==> src/rtl/riscv_test_pkg.sv <==
// Shared types and constants for the riscv-tests pass/fail monitor.
package riscv_test_pkg;

   // Monitor state: RUN until the test terminates or times out; the other
   // three states are terminal and only rst leaves them.
   typedef enum logic [1:0] {
      ST_RUN     = 2'd0,
      ST_PASS    = 2'd1,
      ST_FAIL    = 2'd2,
      ST_TIMEOUT = 2'd3
   } mon_state_e;

   // Register index of gp (x3), which riscv-tests use to hold the test number.
   localparam logic [4:0]  GP_IDX        = 5'd3;
   // gp value that signals every test passed.
   localparam logic [31:0] GP_PASS_VALUE = 32'd1;

endpackage

==> src/rtl/monitor_timeout_ctr.sv <==
// Enable-gated 32-bit cycle counter with a terminal-count flag at TIMEOUT-1.
module monitor_timeout_ctr #(
   parameter int unsigned TIMEOUT = 5000
) (
   input  logic        clk,
   input  logic        rst,
   input  logic        en,
   output logic [31:0] count,
   output logic        tc
);

   localparam logic [31:0] TC_VALUE = 32'(TIMEOUT - 1);

   // Count enabled cycles; holds when en is low, clears on rst.
   always_ff @(posedge clk or posedge rst) begin
      if (rst) begin
         count <= '0;
      end else if (en) begin
         count <= count + 32'd1;
      end
   end

   assign tc = (count == TC_VALUE);

endmodule

==> src/rtl/riscv_test_monitor.sv <==
// Pass/fail/timeout monitor for riscv-tests: shadows gp (x3) from the
// register-file write port and watches the PC for the termination address.
// Optional feature: define MONITOR_ECALL_EN to let a retiring ecall also
// terminate the test.
module riscv_test_monitor
   import riscv_test_pkg::*;
#(
   parameter logic [31:0] PASS_PC = 32'h44,
   parameter int unsigned TIMEOUT = 5000
) (
   input  logic        clk,
   input  logic        rst,
   input  logic [31:0] pc_i,
   input  logic        rf_we_i,
   input  logic [4:0]  rf_waddr_i,
   input  logic [31:0] rf_wdata_i,
   input  logic        ecall_i,
   output logic        done_o,
   output logic        pass_o,
   output logic        fail_o,
   output logic        timeout_o,
   output logic [30:0] test_num_o,
   output logic [31:0] cycle_cnt_o
);

   // Interface timing: there is no handshake. Every input is sampled on each
   // rising edge and only needs to be valid for that one cycle; outputs
   // change only on edges (or asynchronously on rst).

   mon_state_e  state_q, state_d;
   logic [31:0] gp_q;
   logic [30:0] test_num_q;
   logic        term;
   logic        tc;
   logic        cnt_en;

`ifdef MONITOR_ECALL_EN
   assign term = (pc_i == PASS_PC) || ecall_i;
`else
   logic ecall_unused;
   assign ecall_unused = ecall_i;
   assign term = (pc_i == PASS_PC);
`endif

   // Count only while staying in RUN, so the value freezes at the edge that
   // leaves RUN (termination or timeout).
   assign cnt_en = (state_q == ST_RUN) && !term && !tc;

   monitor_timeout_ctr #(
      .TIMEOUT (TIMEOUT)
   ) u_ctr (
      .clk   (clk),
      .rst   (rst),
      .en    (cnt_en),
      .count (cycle_cnt_o),
      .tc    (tc)
   );

   // gp shadow: follows every write to x3 regardless of monitor state.
   always_ff @(posedge clk or posedge rst) begin
      if (rst) begin
         gp_q <= '0;
      end else if (rf_we_i && (rf_waddr_i == GP_IDX)) begin
         gp_q <= rf_wdata_i;
      end
   end

   // State register and test-number capture at termination.
   always_ff @(posedge clk or posedge rst) begin
      if (rst) begin
         state_q    <= ST_RUN;
         test_num_q <= '0;
      end else begin
         state_q <= state_d;
         if ((state_q == ST_RUN) && term) begin
            test_num_q <= gp_q[31:1];
         end
      end
   end

   // Next state: termination uses the registered shadow and wins over timeout.
   always_comb begin
      state_d = state_q;
      case (state_q)
         ST_RUN: begin
            if (term) begin
               state_d = (gp_q == GP_PASS_VALUE) ? ST_PASS : ST_FAIL;
            end else if (tc) begin
               state_d = ST_TIMEOUT;
            end
         end
         default: state_d = state_q;
      endcase
   end

   assign pass_o     = (state_q == ST_PASS);
   assign fail_o     = (state_q == ST_FAIL);
   assign timeout_o  = (state_q == ST_TIMEOUT);
   assign done_o     = pass_o | fail_o | timeout_o;
   assign test_num_o = test_num_q;

endmodule

==> config.mk <==
export PLATFORM = sky130hd
export DESIGN_NAME = riscv_test_monitor
export DESIGN_NICKNAME = d
export VERILOG_FILES = /design/src/rtl/riscv_test_pkg.sv /design/src/rtl/monitor_timeout_ctr.sv /design/src/rtl/riscv_test_monitor.sv
export SDC_FILE = /design/constraint.sdc
export NUM_CORES = 1
export LEC_CHECK = 0
export BUFFER_PORTS_ARGS = -buffer_cell sky130_fd_sc_hd__clkbuf_2
export CAP_MARGIN = 5
export CORE_ASPECT_RATIO = 1.2
export CORE_MARGIN = 8
export CORE_UTILIZATION = 32
export CTS_CLUSTER_SIZE = 30
export DETAILED_ROUTE_END_ITERATION = 16
export GPL_ROUTABILITY_DRIVEN = 0
export SYNTH_ARGS = -nofsm -noshare
export SYNTH_HDL_FRONTEND = slang
export SYNTH_SLANG_ARGS = --single-unit
export TNS_END_PERCENT = 10
==> constraint.sdc <==
create_clock -name clk -period 2.5 [get_ports clk]
set_input_delay 0.125 -clock clk [delete_from_list [all_inputs] [get_ports clk]]
set_output_delay 0.125 -clock clk [all_outputs]
set_load 0.02 [all_outputs]
Word level (Yosys, flattened, before mapping)
Cells that the tools add are included.

operators by class
  $add $sub $neg = 1
  $mul = 0
  div/mod/pow operators = 0
  order comparisons = 0
  equality and inequality tests = 7
  shift operators = 0
  multiplexer cells = 3
  bitwise gates (word level) = 2
  reductions and logical operators = 9

operator list
  kind                                                   number
  adder 32 x 1 -> 32 bit, second input constant          1
  equality test 32 x 1 -> 1 bit, second input constant   1
  equality test 32 x 13 -> 1 bit, second input constant  1
  equality test 32 x 7 -> 1 bit, second input constant   1
  two-way mux 2 bit                                      3
  equality test 5 x 2 -> 1 bit, second input constant    1
  equality test 2 bit, second input constant             2
  logical AND 1 bit                                      4
  equality test 2 x 1 -> 1 bit, second input constant    1
  zero test 1 bit                                        2
  zero test 2 bit                                        1
  OR 1 bit                                               2
  AND reduction 2 bit                                    1
  nonzero test 2 bit                                     1

word-level totals
  flip-flop bits (word level) = 97
  bits in latches = 0
  RAM bits = 0
  bits in read-only memories = 0
  bits of input ports = 73
  memories = 0

Longest topological paths before layout
Gate-level depths: netlist of run 1.

  depth in word-level cells = 4
  gate-level depth with buffers = 6
  gate-level depth less buffers = 5

Hierarchy
From an unflattened synthesis of run 1, not the netlist that was laid out.

unflattened totals
  cells, all modules = 302
  area, all modules = 4151.5 µm²

by module, submodules not included
  module               times used  cells each  area each (µm²)
  riscv_test_monitor   1           171         2636.3
  monitor_timeout_ctr  1           131         1515.2

Worst setup path before layout of run 1
Ideal clock, no wire load.

  path type = register to register
  start point = reg u_ctr.count[7]
  end point = reg u_ctr.count[3]
  data arrival time = 1.709 ns
  data required time = 2.362 ns
  path slack = 0.653 ns
  stages on the path, launching flop included = 7
  path buffers = 1
  clock period less this slack = 1.847 ns
  cell sequence = dfrtp_1 -> nand3_1 -> nand4b_1 -> nor3_1 -> clkbuf_1 -> nor3_1 -> xor2_1

between the ends
  word-level cells in the longest chain between the ends = 3

ends and longest elaborated chain
  item                            line                       source
  start, declared                 monitor_timeout_ctr.sv:8   output logic [31:0] count,
  start signal, assigned          monitor_timeout_ctr.sv:19  count <= count + 32'd1;
  equality test 32 x 13 -> 1 bit  monitor_timeout_ctr.sv:23  assign tc = (count == TC_VALUE);
  zero test 1 bit                 riscv_test_monitor.sv:47   assign cnt_en = (state_q == ST_RUN) && !term && !tc;
  logical AND 1 bit               riscv_test_monitor.sv:47

No other way between the ends.
A chain may end at the register's enable or synchronous reset.

Worst setup path after layout of run 1
  start point = reg u_ctr.count[20]
  end point = reg u_ctr.count[1]

The elaborated chain is that of the path after synthesis.

==> run summary, run 1 <==
The initial antenna violation count is 0. The average instance area after synthesis is 13.1 µm². When the netlist entered floorplanning its net count stood at 398. The buffer depth of the longest clock path is 2. The maximum fanout encountered on the critical timing path is 21. The startpoint identified for the worst register-to-register timing path is u_ctr.count[20]. The synthesized design contains 0 enable-type register cells. The final-stage net count came out at 548.

Traced cell by cell, the critical path runs through nor4_1 > nand4b_1 > nor3_2 > buf_4 > nor3_1 > mux2_2. The count of maximum capacitance violations is 0. Once the floorplan was initialized, standard cells occupied 32.4% of the core. The worst setup path is captured at a register. The clock edge transition at the registers on the reported setup and hold paths is 0.07 ns. Across every metal layer, demand over resource in global routing totals 12.7%. The largest net degree at the start of global routing is 64. The peak supply drop came out at 0.259 mV.

For this design, the slowest cell found on the critical path is sky130_fd_sc_hd__dfrtp_1. The synthesis-to-layout area growth came out at 30.4%. For the final database, setup skew stands at around 0.0085 ns. Setup repair after global routing left no endpoint under its margin. The total number of H-tree levels came out at 3. The tightest min-delay check is of the in -> reg type.

The number of global-route vias before repair came out at 3438. Cells with a size suffix above 1 make up 48.9% of the layout. The cell depth of the worst min-delay path is 2. The total number of vias is ~3200.

The fraction of synthesized area in multiplexers came out at 17.2%. The fraction of synthesis flops using an asynchronous set or reset pin came out at 100%. The global-route congestion overflow total came out at 0. The core area came out at 0.0131 mm². The top achievable clock speed is slightly above 500 MHz. The parity-gate share of the synthesized area counting xor and xnor cells is 6.38%. For the pin with the worst max-slew slack, the measured transition is between 0.8 and 0.9 ns. The number of pins with negative max-slew slack in the final report came to 0. The endpoint required time on the critical path came out at 2.73 ns.

The number of cell rows is 46. The static power due to leakage is 0.00276 µW. The floorplan step set the die height to 142 µm. The total placed instance area came out at 0.00519 mm². The number of setup buffers added after CTS is 0. The instance count of the mapped netlist is about 320. Data arrives at the worst endpoint at 2.19 ns.

The share of the synthesized area in the top cell type is 57.0%. The number of gates given a new drive strength after cts came out at 0. TritonCTS built the clock tree. The clock net sink count is 97. After Yosys synthesis, and, or, nand and nor cells account for roughly 17% of the synthesized area. The wire length of the first global-routing pass is 17400 µm. The count of antenna diodes in the layout came out at 0. The shortest period the worst path allows came out at 1.97 ns. The first detailed-routing pass ran for 4 iterations. The floorplan step defined a die boundary enclosing 0.0173 mm².

The max-slew headroom at the worst pin came out at a little under half. Cells fill 42.3% of the core in the end. The mapped netlist covers 0.00426 mm². The number of cells on the worst reg-to-reg path is 6. STA classifies the critical path startpoint as a register.

The root buffer cell chosen for the clock tree is sky130_fd_sc_hd__clkbuf_16. The violation count after the first detailed-route iteration is 171. Sorting the synthesized cells by area gives the leading types as sky130_fd_sc_hd__dfrtp_1, sky130_fd_sc_hd__mux2_2, sky130_fd_sc_hd__xor2_1. The final setup violation count came out at 0. The peak per-stage delay on the critical path came out at 0.44 ns.

In the routed design, unresolved DRC markers number 0. For the final routed database, the setup TNS stands at 0 ns. The quantity of hold-fixing buffers added after cts came out at 5. Summing the sequential cell areas from Yosys gives about 57% of the chip area.

140 I/O pins were placed. The final routed wirelength across all metal layers came out at 10700 µm. The number of synthesized register bits is 97. The timing startpoint of the critical path is u_ctr.count[20]. The remaining antenna violation count after routing came out at 0. After routing the design area is 0.00555 mm².

After Yosys synthesis, full adders, half adders and majority gates account for 0.294% of the synthesized area. The run finished with clean final reports. The number of hold-slack violations in the final timing report is 0.

The number of buffers created by CTS is 9. After filler insertion, the fill cell instance count of the layout stands at 1248. The biggest area contributor in the post-synthesis netlist is sky130_fd_sc_hd__dfrtp_1. Summing the areas of all compound-gate instances in the mapped netlist gives less than 1% of the synthesized area. The share of the cycle needed by the critical path after routing came out at 78.7%.

On the final layout, the worst hold slack is 0.0198 ns. The distinct cell type count after synthesis came out at 36. The insertion delay of the later-clocked pin in the worst-skew pair came out at 0.34 ns.

The kind of critical path is reg -> reg. The top flip-flop cell by instance count after synthesis is sky130_fd_sc_hd__dfrtp_1. Dividing the detail-routed wire length by the instance count gives approximately 16 µm. The number of synthesis warnings came out at 0.

The power density over the cells is 604 mW/mm². The die outline width is between 100 and 150 µm. The ratio of routed vias to standard cells is 4.88. By area, the combinational part of the netlist is dominated by multiplexers.

Input and output buffers added on the ports amount to 138. In this run the most critical hold path is launched from rf_wdata_i[29]. The HPWL reported at the end of detailed placement came out at 8040 µm.
[area by class of cell]
type	instances	area, µm²	share of cell area [%]
multi-input cells	214	1780	32.1
clock buffers	10	229	4.13
well taps	168	210	3.79
flip-flops and latches	97	2430	43.7
inverters	2	11.3	0.203
clock inverters	6	67.6	1.22
repair buffers	150	821	14.8
[routing by layer]
metal  vias to the layer above  track usage, %  routed length, µm
met2                       110            21.6               5250
met1                      1555            14.2               4330
met4                         0            4.36                126
li1                       1485               -                  -
met5                         -               0                  0
met3                        10            4.57                959
[where the power goes]
part	leakage [µW]	internal, µW	switching (µW)
Sequential	0.00127	1670	75.0
Combinational	0.00135	140	92.5
Clock	0.000139	780	595
Total	0.00276	2590	762
[Yosys cell counts, types with 4 or more instances]
library cell               count
sky130_fd_sc_hd__nor4_1       22
sky130_fd_sc_hd__nor3_1       19
sky130_fd_sc_hd__xor2_1       29
sky130_fd_sc_hd__buf_2         6
sky130_fd_sc_hd__nand2_1      16
sky130_fd_sc_hd__nor4b_1       4
sky130_fd_sc_hd__nor2_1       11
sky130_fd_sc_hd__mux2_2       61
sky130_fd_sc_hd__nand4_1      10
sky130_fd_sc_hd__dfrtp_1      97
sky130_fd_sc_hd__nand3_1       9
sky130_fd_sc_hd__clkbuf_1      4
sky130_fd_sc_hd__nor4b_2       4
[path summary, 6_finish.rpt]
kind	end	slack [ns]
setup / recovery	u_ctr.count[1]	0.53
hold / removal	gp_q[29]	0.02
min in group asynchronous	u_ctr.count[22]	0.48
setup reg to reg	u_ctr.count[1]	0.53
hold reg to reg	test_num_o[11]	0.49
max in group asynchronous	gp_q[18]	1.24
[cell usage in the layout, fill, tap and decap left out, types with 2 or more instances in the layout]
master,count
sky130_fd_sc_hd__clkbuf_2,138
sky130_fd_sc_hd__nor2b_1,2
sky130_fd_sc_hd__nor4_1,22
sky130_fd_sc_hd__nor3_2,2
sky130_fd_sc_hd__clkinvlp_4,3
sky130_fd_sc_hd__clkbuf_16,9
sky130_fd_sc_hd__and2_1,2
sky130_fd_sc_hd__mux2_1,3
sky130_fd_sc_hd__nor4b_2,4
sky130_fd_sc_hd__nor4b_1,4
sky130_fd_sc_hd__mux2_2,61
sky130_fd_sc_hd__nor3_1,18
sky130_fd_sc_hd__nor2_1,11
sky130_fd_sc_hd__nand2_1,16
sky130_fd_sc_hd__nand3_1,9
sky130_fd_sc_hd__buf_12,2
sky130_fd_sc_hd__and4_1,2
sky130_fd_sc_hd__o21bai_1,2
sky130_fd_sc_hd__nand4_1,10
sky130_fd_sc_hd__dlygate4sd3_1,6
sky130_fd_sc_hd__dfrtp_1,97
sky130_fd_sc_hd__xor2_1,29
sky130_fd_sc_hd__xnor2_1,2
sky130_fd_sc_hd__buf_4,4
[metrics by stage]
stage	cells	total power, µW	worst slack (ns)
floorplan	324	1890	0.653
global placement	625	2000	0.553
detailed placement	625	2010	0.533
CTS	646	3420	0.522
global route	647	3520	0.396
finish	647	3350	0.533
[worst max-delay path, delay by kind of cell, from the launching register on]
family	cells	cell delay [ns]
buffers and inverters	1	0.27
flip-flops	1	0.44
multiplexers	1	0.29
AND/OR/NAND/NOR	4	0.85
[kinds of logic after synthesis]
family,after synthesis
AND/OR/NAND/NOR,113
flip-flops,97
multiplexers,65
XOR/XNOR,31
buffers and inverters,13
AO/OA/AOI/OAI,4
adder cells (fa/ha/maj),1
[state kept, by name, summed over array words and instances, names as in the netlist]
| register | count |
|---|---|
| gp_q | 32 |
| u_ctr.count | 32 |
| test_num_o | 31 |
| state_q | 2 |
Power figures use the tool's default switching activity.
==> inputs of run 2 (changes only) <==
--- a/config.mk
+++ b/config.mk
@@ -5,6 +5,7 @@
 export SDC_FILE = /design/constraint.sdc
 export NUM_CORES = 1
 export LEC_CHECK = 0
+export ABC_AREA = 1
 export BUFFER_PORTS_ARGS = -buffer_cell sky130_fd_sc_hd__clkbuf_2
 export CAP_MARGIN = 5
 export CORE_ASPECT_RATIO = 1.2
==> constraint.sdc (replaced) <==
create_clock -name clk -period 1.9 [get_ports clk]
set_input_delay 0.095 -clock clk [delete_from_list [all_inputs] [get_ports clk]]
set_output_delay 0.095 -clock clk [all_outputs]
set_load 0.02 [all_outputs]
==> run summary, run 2 <==
The buffer depth of the longest clock path is 2 (unchanged). The total placed instance area came out at 0.00645 mm² (was 0.00519 mm²). The fraction of final layout cells sized beyond drive strength 1 came out at 19.0% (was 48.9%). The instance count of the mapped netlist came out at 814 (was 324). The setup clock skew after layout came out at 0.00580 ns (was 0.00854 ns).

The count of antenna diodes in the layout is 0 (unchanged). The startpoint of the tightest hold check path is pc_i[5] (was rf_wdata_i[29]). Most area-consuming cells after synthesis: sky130_fd_sc_hd__dfrtp_1, sky130_fd_sc_hd__nand2_1, sky130_fd_sc_hd__nor2_1 (was sky130_fd_sc_hd__dfrtp_1, sky130_fd_sc_hd__mux2_2, sky130_fd_sc_hd__xor2_1). Setup repair after global routing missed its margin: false (unchanged).

The power density over the cells is 635 mW/mm² (was 604 mW/mm²). The HPWL reported at the end of detailed placement came out at 12100 µm (was 8040 µm). The post-layout instance area is 0.00707 mm² (was 0.00555 mm²). The number of buffers created by CTS came to 9 (unchanged). The end point of the worst hold path is state_q[0] (was gp_q[29]).

The core area came out at 0.0169 mm² (was 0.0131 mm²). The remaining antenna violation count after routing came out at 0 (unchanged). The shortest period the worst path allows is 1.76 ns. The critical-path cell with the highest stage delay was sky130_fd_sc_hd__dfrtp_1 (unchanged). The multi-input gate area in the final layout came out at 0.00257 mm² (was 0.00178 mm²). The die outline width is 136 µm (was 121 µm). The final-stage net count came to 1058 (was 548). The effective utilization at floorplan came out at 32.7% (was 32.4%). The initial antenna violation count is 0 (unchanged).

The number of synthesis warnings is 0 (unchanged). The share of the synthesized area in the top cell type is 44.1% (was 57.0%). The smallest setup slack after layout came out at 0.140 ns (was 0.533 ns).

The die span in y is 160 µm (was 142 µm). The total number of H-tree levels came to 3 (unchanged). The number of global-route vias before repair is 5531 (was 3438). The number of enable flip-flop cells after synthesis is 0 (unchanged). The most used standard cell by instance count after synthesis is sky130_fd_sc_hd__nand2_1 (was sky130_fd_sc_hd__dfrtp_1). The path type of the worst min-delay path was in -> reg (unchanged). The total number of vias is 5493 (was 3160). The number of cells on the worst reg-to-reg path is 8 (was 6).

The overall track demand over capacity in global routing came to 15.3% (was 12.7%). The number of fill cells in the layout was 1810 (was 1248). The insertion delay of the later-clocked pin in the worst-skew pair came out at 0.35 ns (was 0.34 ns).

The number of cell rows is 52 (was 46). The area of all sequential standard cells is 0.00243 mm² (unchanged). The share of the cycle needed by the critical path after routing came out at 92.6%. The average instance area after synthesis came to 6.77 µm² (was 13.1 µm²). The static power due to leakage came out at 0.00381 µW (was 0.00276 µW). Leading cell types by count after synthesis: sky130_fd_sc_hd__nand2_1, sky130_fd_sc_hd__nor2_1, sky130_fd_sc_hd__inv_1 (was sky130_fd_sc_hd__dfrtp_1, sky130_fd_sc_hd__mux2_2, sky130_fd_sc_hd__xor2_1).

The setup TNS came out at 0 ns (unchanged). The wire length of the first global-routing pass came out at 26900 µm (was 17400 µm). The setup fix buffers added after clock tree synthesis is 0 (unchanged). The minimum setup slack after placement came out at 0.0559 ns (was 0.533 ns). The distinct cell type count after synthesis was 26 (was 36).

The maximum fanout encountered on the critical timing path was 22 (was 21). Highest-count cells in the layout ignoring fill and taps: sky130_fd_sc_hd__nand2_1, sky130_fd_sc_hd__clkbuf_2, sky130_fd_sc_hd__nor2_1, sky130_fd_sc_hd__inv_1, sky130_fd_sc_hd__dfrtp_1 (was sky130_fd_sc_hd__clkbuf_2, sky130_fd_sc_hd__dfrtp_1, sky130_fd_sc_hd__mux2_2, sky130_fd_sc_hd__xor2_1, sky130_fd_sc_hd__nor4_1). The quantity of I/O buffers inserted on ports came out at 138 (unchanged). The cell depth of the worst min-delay path is 9 (was 2).

The final setup violation count is 0 (unchanged). The top flip-flop cell by instance count after synthesis is sky130_fd_sc_hd__dfrtp_1 (unchanged). The clock net sink count came out at 97 (unchanged). The number of top-level design ports was 140 (unchanged). The die footprint came out at 0.0217 mm² (was 0.0173 mm²). The endpoint required time on the critical path is 1.80 ns (was 2.73 ns).

The clock tree from TritonCTS was yes (unchanged). Outcome: finished clean (unchanged). The number of detailed-route iterations in the first pass is 5 (was 4).

The average routed wire per standard cell came to 13.6 µm (was 16.5 µm). The root buffer cell was sky130_fd_sc_hd__clkbuf_16 (unchanged). The number of design rule violations left after detail routing is 0 (unchanged).

The peak supply drop is 0.373 mV (was 0.259 mV). The number of hold-slack violations in the final timing report is 0 (unchanged). The largest net degree at the start of global routing is 98 (was 64). The sequential area share after synthesis is 44.1% (was 57.0%). The number of pins with negative max-slew slack in the final report is 0 (unchanged). The top achievable clock speed came out at 568 MHz. The max-slew headroom at the worst pin was 62.4% (was 46.5%). The type of element capturing the critical path is an output port (was register). The startpoint type of the worst setup path is a register (unchanged). The netlist area before placement came out at 0.00551 mm² (was 0.00426 mm²).

The post-synth net total came out at 888 (was 398). The synthesis-to-layout area growth is 28.4% (was 30.4%). The final routed wirelength across all metal layers is 16300 µm (was 10700 µm). The peak per-stage delay on the critical path came out at 0.41 ns (was 0.44 ns). The endpoint of the lowest-slack register-to-register path is u_ctr.count[22] (was u_ctr.count[1]). The count of maximum capacitance violations came out at 0 (unchanged).

The global-route congestion overflow total is 0 (unchanged). The launching point of the worst reg2reg path is u_ctr.count[0] (was u_ctr.count[20]). The transition at the pin with the smallest max-transition slack came to 0.565 ns (was 0.801 ns). The final core utilization is 42.0% (was 42.3%).

The number of synthesized register bits is 97 (unchanged). The violation count after the first detailed-route iteration came to 330 (was 171). The cell type contributing the most total cell area after synthesis is sky130_fd_sc_hd__dfrtp_1 (unchanged). The fraction of synthesis flops using an asynchronous set or reset pin is 100% (unchanged). The clock edge transition at the registers on the reported setup and hold paths was 0.07 ns (about the same). The kind of critical path is reg -> out (was reg -> reg). Cell-by-cell trace of the critical path: nor2_1 > inv_2 > buf_4 > clkbuf_2 (was nor4_1 > nand4b_1 > nor3_2 > buf_4 > nor3_1 > mux2_2). The register-to-register setup slack came out at 0.19 ns (was 0.53 ns). The most frequent standard cell in the layout excluding fill and tap cells is sky130_fd_sc_hd__nand2_1 (was sky130_fd_sc_hd__clkbuf_2).

The ratio of routed vias to standard cells was 4.56 (was 4.88). The critical path arrival is 1.67 ns (was 2.19 ns).
## run 2: changes by cell type after synthesis, moves of 6 or more
cell	before	now
sky130_fd_sc_hd__nand3_1	9	57
sky130_fd_sc_hd__o21ai_0	0	59
sky130_fd_sc_hd__o21ai_1	0	6
sky130_fd_sc_hd__clkbuf_1	4	11
sky130_fd_sc_hd__mux2_2	61	0
sky130_fd_sc_hd__nand2_1	16	283
sky130_fd_sc_hd__buf_4	0	6
sky130_fd_sc_hd__nor3_1	19	4
sky130_fd_sc_hd__inv_1	2	99
sky130_fd_sc_hd__nor2_1	11	135
sky130_fd_sc_hd__xor2_1	29	10
sky130_fd_sc_hd__nor4_1	22	0
sky130_fd_sc_hd__nor2_2	0	6
## run 2: worst max path at each step
stage	from	endpoint	slack, ns
3_5_place_dp	state_q[0]	u_ctr.count[1]	0.06
5_1_grt	u_ctr.count[0]	u_ctr.count[22]	0.006
3_3_place_gp	u_ctr.count[0]	u_ctr.count[26]	0.12
4_1_cts	state_q[0]	u_ctr.count[1]	0.04
6_report	state_q[0]	done_o	0.14
2_1_floorplan	u_ctr.count[1]	u_ctr.count[30]	0.28
## run 2: kinds of logic after synthesis
| family | after synthesis | share of synthesized area (%) |
|---|---|---|
| compound gates | 65 | 5.91 |
| flops | 97 | 44.1 |
| xor+xnor | 11 | 1.75 |
| simple gates | 513 | 38.6 |
| buf+inv | 127 | 9.45 |
| fa+ha+maj | 1 | 0.227 |
## run 2: final cells by class
| class | count | area share [%] |
|---|---|---|
| clock buffer | 10 | 3.24 |
| clock inverter | 6 | 0.725 |
| inverter | 103 | 5.52 |
| multi-input combinational | 590 | 36.3 |
| sequential | 97 | 34.3 |
| tap | 216 | 3.82 |
| timing repair buffer | 183 | 16.1 |
## run 2: what timing repair did
| action | 4_1_cts | 5_1_grt |
|---|---|---|
| endpoints found under the setup margin | 0 | 26 |
| hold endpoints to repair | 129 | 0 |
| hold buffers | 33 | 0 |
| resized for setup | 0 | 2 |
## run 2: power by group
part / switching, µW / leakage, µW / internal, µW
sequential: 94.5 / 0.00131 / 2190
clock: 874 / 0.000127 / 907
combinational: 220 / 0.00237 / 204
## run 2: critical path, delay by kind of cell (launching register included)
kind | cells | cell delay (ns)
buffers and inverters | 3 | 0.66
AND/OR/NAND/NOR | 1 | 0.26
flip-flops | 1 | 0.41
## run 2: through the flow
step | hold WS (ns) | std cells | total power (µW)
after CTS | 0.290 | 1205 | 4560
after detailed placement | 0.289 | 1156 | 2710
after floorplan | 0.228 | 814 | 2530
after global routing | 0.371 | 1205 | 4730
final | 0.333 | 1205 | 4490
after global placement | 0.289 | 1156 | 2690
## run 2: layer usage
layer	GRT usage [%]	part of all wire [%]	up-vias
li1	-	-	2849
met2	28.6	54	121
met4	4.10	1.2	0
met1	16.8	41	2508
met5	0	0	-
met3	3.30	4.0	15
